File: config.mk
export PLATFORM = sky130hd
export DESIGN_NAME = image_procesada_reader
export DESIGN_NICKNAME = d
export VERILOG_FILES = /design/src/rtl/image_pkg.sv /design/src/rtl/reader_fifo2.sv /design/src/rtl/image_procesada_reader.sv
export SDC_FILE = /design/constraint.sdc
export NUM_CORES = 1
export LEC_CHECK = 0
export CORE_ASPECT_RATIO = 1.1
export CORE_MARGIN = 2
export CORE_UTILIZATION = 53
export CTS_BUF_LIST = sky130_fd_sc_hd__clkbuf_2
export CTS_CLUSTER_SIZE = 30
export DETAILED_ROUTE_END_ITERATION = 10
export PLACE_DENSITY = 0.79
export SYNTH_ARGS = -nofsm -noshare
export SYNTH_HDL_FRONTEND = slang
export SYNTH_SLANG_ARGS = --single-unit
File: constraint.sdc
create_clock -name CLK -period 2.4 [get_ports CLK]
set_input_delay 0.48 -clock CLK [delete_from_list [all_inputs] [get_ports CLK]]
set_output_delay 0.48 -clock CLK [all_outputs]
set_load 0.1 [all_outputs]
File: src/rtl/image_pkg.sv
// Shared image geometry and reader-side types, used by the processed-image
// memory, its writer and the streaming reader.
package image_pkg;

  localparam int IMG_WIDTH  = 390;
  localparam int IMG_HEIGHT = 390;
  localparam int IMG_BYTES  = IMG_WIDTH * IMG_HEIGHT;
  localparam int IMG_AW     = 18;

  typedef enum logic [1:0] {
    IDLE,
    STREAM,
    DRAIN,
    DONE
  } reader_state_t;

  // One buffered output beat: pixel byte plus its raster position flags.
  typedef struct packed {
    logic [7:0] data;
    logic       sof;
    logic       eol;
    logic       eof;
  } pixel_t;

endpackage

File: src/rtl/reader_fifo2.sv
// Two-entry FIFO that soaks up the one-cycle memory read latency.
// Simultaneous push and pop leave the count unchanged and preserve order.
module reader_fifo2 #(
  parameter int W = 11
) (
  input  logic         CLK,
  input  logic         clear_n,
  input  logic         push,
  input  logic         pop,
  input  logic [W-1:0] din,
  output logic [W-1:0] head,
  output logic [1:0]   count
);

  logic [W-1:0] mem [2];
  logic         wr_ptr;
  logic         rd_ptr;
  logic         pop_ok;

  assign pop_ok = pop && (count != 2'd0);
  assign head   = mem[rd_ptr];

  always_ff @(posedge CLK) begin
    if (!clear_n) begin
      wr_ptr <= 1'b0;
      rd_ptr <= 1'b0;
      count  <= 2'd0;
    end else begin
      if (push)   wr_ptr <= ~wr_ptr;
      if (pop_ok) rd_ptr <= ~rd_ptr;
      case ({push, pop_ok})
        2'b10:   count <= count + 2'd1;
        2'b01:   count <= count - 2'd1;
        default: count <= count;
      endcase
    end
  end

  // Storage carries data only; validity is tracked by count.
  always_ff @(posedge CLK) begin
    if (push) mem[wr_ptr] <= din;
  end

endmodule

File: src/rtl/image_procesada_reader.sv
// Streams the processed image from its byte memory in raster order over a
// valid/ready byte stream, with start/end-of-frame and end-of-line flags.
module image_procesada_reader
  import image_pkg::*;
#(
  parameter int DEPTH = IMG_BYTES,
  parameter int WIDTH = IMG_WIDTH,
  parameter int AW    = IMG_AW
) (
  input  logic          CLK,
  input  logic          RST_N,
  input  logic          start,
  output logic          mem_re,
  output logic [AW-1:0] mem_addr,
  input  logic [7:0]    mem_rd,
  output logic [7:0]    out_data,
  output logic          out_valid,
  input  logic          out_ready,
  output logic          out_sof,
  output logic          out_eol,
  output logic          out_eof,
  output logic          busy,
  output logic          done
);

  localparam int            CW        = $clog2(WIDTH + 1);
  localparam logic [AW-1:0] LAST_ADDR = AW'(DEPTH - 1);
  localparam logic [CW-1:0] LAST_COL  = CW'(WIDTH - 1);

  reader_state_t state, state_next;
  logic [CW-1:0] col;
  logic          vld_p1;
  logic          sof_p1, eol_p1, eof_p1;
  logic [1:0]    count;
  logic [2:0]    occ;
  logic          pop;
  logic          last_issue;
  pixel_t        head;
  pixel_t        tail;

  assign pop        = out_valid && out_ready;
  assign occ        = {1'b0, count} + {2'b00, vld_p1};
  assign mem_re     = (state == STREAM) && (occ < (3'd2 + {2'b00, pop}));
  assign last_issue = mem_re && (mem_addr == LAST_ADDR);

  always_comb begin
    state_next = state;
    case (state)
      IDLE:    if (start) state_next = STREAM;
      STREAM:  if (last_issue) state_next = DRAIN;
      DRAIN:   if (pop && head.eof) state_next = DONE;
      DONE:    state_next = IDLE;
      default: state_next = IDLE;
    endcase
  end

  always_ff @(posedge CLK) begin
    if (!RST_N) begin
      state    <= IDLE;
      mem_addr <= '0;
      col      <= '0;
      vld_p1   <= 1'b0;
    end else begin
      state  <= state_next;
      vld_p1 <= mem_re;
      if (state == IDLE && start) begin
        mem_addr <= '0;
        col      <= '0;
      end else if (mem_re) begin
        if (!last_issue) mem_addr <= mem_addr + AW'(1);
        col <= (col == LAST_COL) ? '0 : col + CW'(1);
      end
    end
  end

  // Stage p1: position flags ride alongside the read that is in flight.
  always_ff @(posedge CLK) begin
    if (mem_re) begin
      sof_p1 <= (mem_addr == '0);
      eol_p1 <= (col == LAST_COL);
      eof_p1 <= (mem_addr == LAST_ADDR);
    end
  end

  assign tail = {mem_rd, sof_p1, eol_p1, eof_p1};

  reader_fifo2 #(
    .W($bits(pixel_t))
  ) u_fifo (
    .CLK     (CLK),
    .clear_n (RST_N),
    .push    (vld_p1),
    .pop     (pop),
    .din     (tail),
    .head    (head),
    .count   (count)
  );

  assign out_valid = (count != 2'd0);
  assign out_data  = out_valid ? head.data : 8'h00;
  assign out_sof   = out_valid && head.sof;
  assign out_eol   = out_valid && head.eol;
  assign out_eof   = out_valid && head.eof;
  assign busy      = (state != IDLE);
  assign done      = (state == DONE);

endmodule

==> impl_summary.txt <==
----------------------------------------------------
[Floorplan]
  Die height ... 79.98 µm
  Rows ... 27
  Io pins ... 45
  Die outline width ... 73.07 µm
  Effective utilization at floorplan ... 55.26%
  Floorplan die area ... 5844 µm²
  Floorplan core area ... 5034 µm²

[Synth]
  Total of warnings raised by yosys ... 0
  Cell area after synthesis ... 2781 µm²
  Register bit total from synthesis ... 60
  Fraction of synthesis flops using an asynchronous set or reset pin ... 0%
  Instance count of the mapped netlist ... 270
  EDFF count, synth ... 25
  Cell accounting for the most synthesized area ... sky130_fd_sc_hd__edfxtp_1
  Ranking of synthesized cells by area ... sky130_fd_sc_hd__edfxtp_1 (27%), sky130_fd_sc_hd__dfxtp_1 (25%), sky130_fd_sc_hd__ha_1 (5.4%)
  Unique masters post-synth ... 40
  Top_reg_cell synth ... sky130_fd_sc_hd__dfxtp_1
  Top cell type's share of synthesized area ... 26.99%
  Sequential share of the synthesized area ... 52.18%
  Number of nets in the synthesized netlist ... 294
  Syn_area_per_cell ... 10.30 µm²

[Clock tree]
  Clock network latency to the later pin of the worst-skew pair ... 0.48 ns
  Number of sinks driven by the clock tree ... 60
  H-tree levels ... 3
  Number of buffers inserted for hold repair after clock tree synthesis ... 0
  CTS tree ... built
  Clock buffer count from CTS ... 9
  Clock-pin slew on the worst setup and hold paths ... 0.17 ns
  Root Buffer Master ... sky130_fd_sc_hd__clkbuf_2
  Number of buffers between clock root and the deepest sink ... 2

[Critical path]
  Largest stage delay, worst path ... 0.39 ns
  WS Path Type ... reg -> out
  Family with the most delay on the worst path ... simple AND/OR/NAND/NOR gates
  Slowest stage cell on the critical path ... sky130_fd_sc_hd__dfxtp_4
  Kind of end point of the critical path ... primary output
  Cells traversed along the worst timing path ... ha_2, ha_4, and2b_2, and2_4, buf_12
  Worst endpoint data arrival time ... 1.80 ns
  Count of buffer and inverter cells on the critical path ... 1
  Largest fanout on the critical path ... 4
  Critical path data required time ... 1.92 ns
  Sort of element at the start of the critical path ... register

[STA]
  Unrepaired setup endpoints after global routing ... false
  Final clock period utilization by the worst path ... 95.06%
  Achievable clock frequency ... 438.3 MHz
  Setup Total Neg Slack ... 0 ns
  Max-slew violations ... 0
  Least-Margin Pin Slew ... 0.5215 ns
  Crit path time final ... 2.281 ns
  Final hold violation count ... 0
  Clk_skew ... 0.02200 ns
  Setup-failing EPs final ... 0
  Normalized max-slew margin ... 65.23%

[Drt]
  Total wire length after detailed routing ... 5805 µm
  DR vias ... 2201
  Antenna Violating Nets Remaining ... 0
  DR DRC count ... 0
  TritonRoute pass-1 iters ... 4
  Routed vias/inst ... 5.658
  Number of DRC markers after the initial detailed-route iteration ... 75
  Final routed wire length divided by cell count ... 14.92 µm

[Global route]
  Gr ovfl total ... 0
  Number of antenna violations at the first check in global routing ... 0
  Overall fraction of global-route tracks in use ... 20.96%
  Pin count of the biggest net entering global routing ... 19
  Via count of the first global-routing pass ... 1996
  First-pass GRT wire length ... 9197 µm

[Place]
  Input/output buffers ... 44
  Dpl hpwl ... 4048 µm
  Final weighted congestion in routability-driven placement ... 0.8205
  DP Cell Count ... 369

[Pwr]
  Largest vdd supply drop ... 0.9127 mV
  Cell leakage power ... 1.311 nW
  Cell Pwr Density ... 1123 nW/µm²

[Run]
  Number of maximum-capacitance violations ... 0

[Min path]
  Worst Hold Class ... reg -> reg

[Cells and area]
  Finished Layout Cells ... 389
  Proportion of layout cells with a drive suffix above 1 ... 25.38%
  Synth-to-Final Area Change ... 27.13%
  Diodes inserted ... 0
  Net count, final ... 350

[Status]
  Outcome ... finished clean

----------------------------------------------------
-- worst paths after layout --
| check | startpoint | slack, ns | depth (start not counted) | endpoint |
|---|---|---|---|---|
| setup / recovery | vld_p1 | 0.12 | 5 | mem_re |
| hold / removal | sof_p1 | 0.44 | 0 | u_fifo.mem[1][2] |
| setup reg to reg | vld_p1 | 0.38 | 7 | mem_addr[11] |
| hold reg to reg | sof_p1 | 0.44 | 0 | u_fifo.mem[1][2] |
-- state kept, by name (all words and copies together), names as in the netlist, named ones only --
register and flops:
vld_p1 1, u_fifo.mem 22, mem_addr 18, sof_p1 1
eof_p1 1, state 2, u_fifo.count 2, u_fifo.rd_ptr 1
eol_p1 1, col 9, u_fifo.wr_ptr 1
-- cell families after synthesis --
family          after synthesis  share of synthesized area [%]
compound gates               42                          9.627
xor+xnor                     16                          5.038
fa+ha+maj                    12                          5.398
buf+inv                      22                          3.734
flops                        60                          52.18
mux                          12                          4.319
simple gates                106                          19.70
-- per-layer routing --
metal	wire length [µm]	GRT usage, %
met5	0	0
met4	121	10.00
met3	283	7.071
met2	2969	34.05
met1	2431	24.56
-- placed cells by master (no fill, tap or decap), drive strengths merged, types with 2 or more instances in the layout --
| cell | netlist | layout |
|---|---|---|
| xor2 | 12 | 12 |
| and2 | 2 | 2 |
| nand4 | 9 | 9 |
| nand2 | 8 | 8 |
| or3 | 13 | 13 |
| a21oi | 16 | 16 |
| and3 | 8 | 8 |
| nor2 | 35 | 35 |
| edfxtp | 25 | 25 |
| o21ai | 18 | 18 |
| clkinv | 0 | 4 |
| nand3 | 15 | 15 |
| and4 | 2 | 2 |
| clkbuf | 3 | 12 |
| or2 | 2 | 2 |
| clkdlybuf4s50 | 0 | 11 |
| nor4 | 5 | 5 |
| inv | 13 | 13 |
| xnor2 | 4 | 4 |
| mux2i | 12 | 12 |
| nor3 | 2 | 2 |
| dfxtp | 35 | 35 |
| ha | 12 | 12 |
| o21a | 2 | 2 |
| buf | 6 | 43 |
-- cell type report --
| cell class | count | area (µm²) |
|---|---|---|
| well taps | 58 | 72.57 |
| fillers | 373 | 1498 |
| multi-input cells | 188 | 1277 |
| clock buffers | 12 | 60.06 |
| repair buffers | 54 | 595.6 |
| inverters | 13 | 48.80 |
| clock inverters | 4 | 18.77 |
| flip-flops and latches | 60 | 1463 |
-- through the flow --
step | hold slack, ns | utilization (%) | setup slack [ns] | cell area, µm² | total power, mW
global route | 0.4476 | 70.25 | 0.01544 | 3536 | 4.144
detailed placement | 0.4315 | 67.39 | 0.1735 | 3392 | 3.426
finish | 0.4404 | 70.25 | 0.1186 | 3536 | 3.970
global placement | 0.4223 | 67.39 | 0.1969 | 3392 | 3.379
CTS | 0.4448 | 69.35 | 0.002702 | 3491 | 3.942
floorplan | 0.4215 | - | 0.09974 | 2809 | 2.800
-- Yosys cell counts (2+ instances only) --
library cell / n
sky130_fd_sc_hd__a21oi_1: 16
sky130_fd_sc_hd__and2_1: 2
sky130_fd_sc_hd__and3_1: 8
sky130_fd_sc_hd__and4_1: 2
sky130_fd_sc_hd__buf_2: 2
sky130_fd_sc_hd__buf_6: 2
sky130_fd_sc_hd__clkbuf_1: 3
sky130_fd_sc_hd__dfxtp_1: 35
sky130_fd_sc_hd__edfxtp_1: 25
sky130_fd_sc_hd__ha_1: 12
sky130_fd_sc_hd__inv_1: 13
sky130_fd_sc_hd__mux2i_1: 12
sky130_fd_sc_hd__nand2_1: 8
sky130_fd_sc_hd__nand3_1: 15
sky130_fd_sc_hd__nand4_1: 9
sky130_fd_sc_hd__nor2_1: 35
sky130_fd_sc_hd__nor3_1: 2
sky130_fd_sc_hd__nor4_1: 5
sky130_fd_sc_hd__o21a_1: 2
sky130_fd_sc_hd__o21ai_0: 16
sky130_fd_sc_hd__or3_1: 13
sky130_fd_sc_hd__xnor2_1: 4
sky130_fd_sc_hd__xor2_1: 12
-- where the power goes --
| group | total, mW | leakage [nW] | switching (mW) | internal (mW) |
|---|---|---|---|---|
| Clock | 0.489 | 0.0631 | 0.348 | 0.141 |
| Sequential | 1.34 | 0.512 | 0.123 | 1.22 |
| Combinational | 2.14 | 0.736 | 1.40 | 0.736 |
| Total | 3.97 | 1.31 | 1.87 | 2.10 |
-- repair_timing --
action | CTS | global route
resized for setup | 8 | 5
endpoints found under the setup margin | 13 | 10
buffers inserted | 1 | 3
Power figures use the tool's default switching activity.
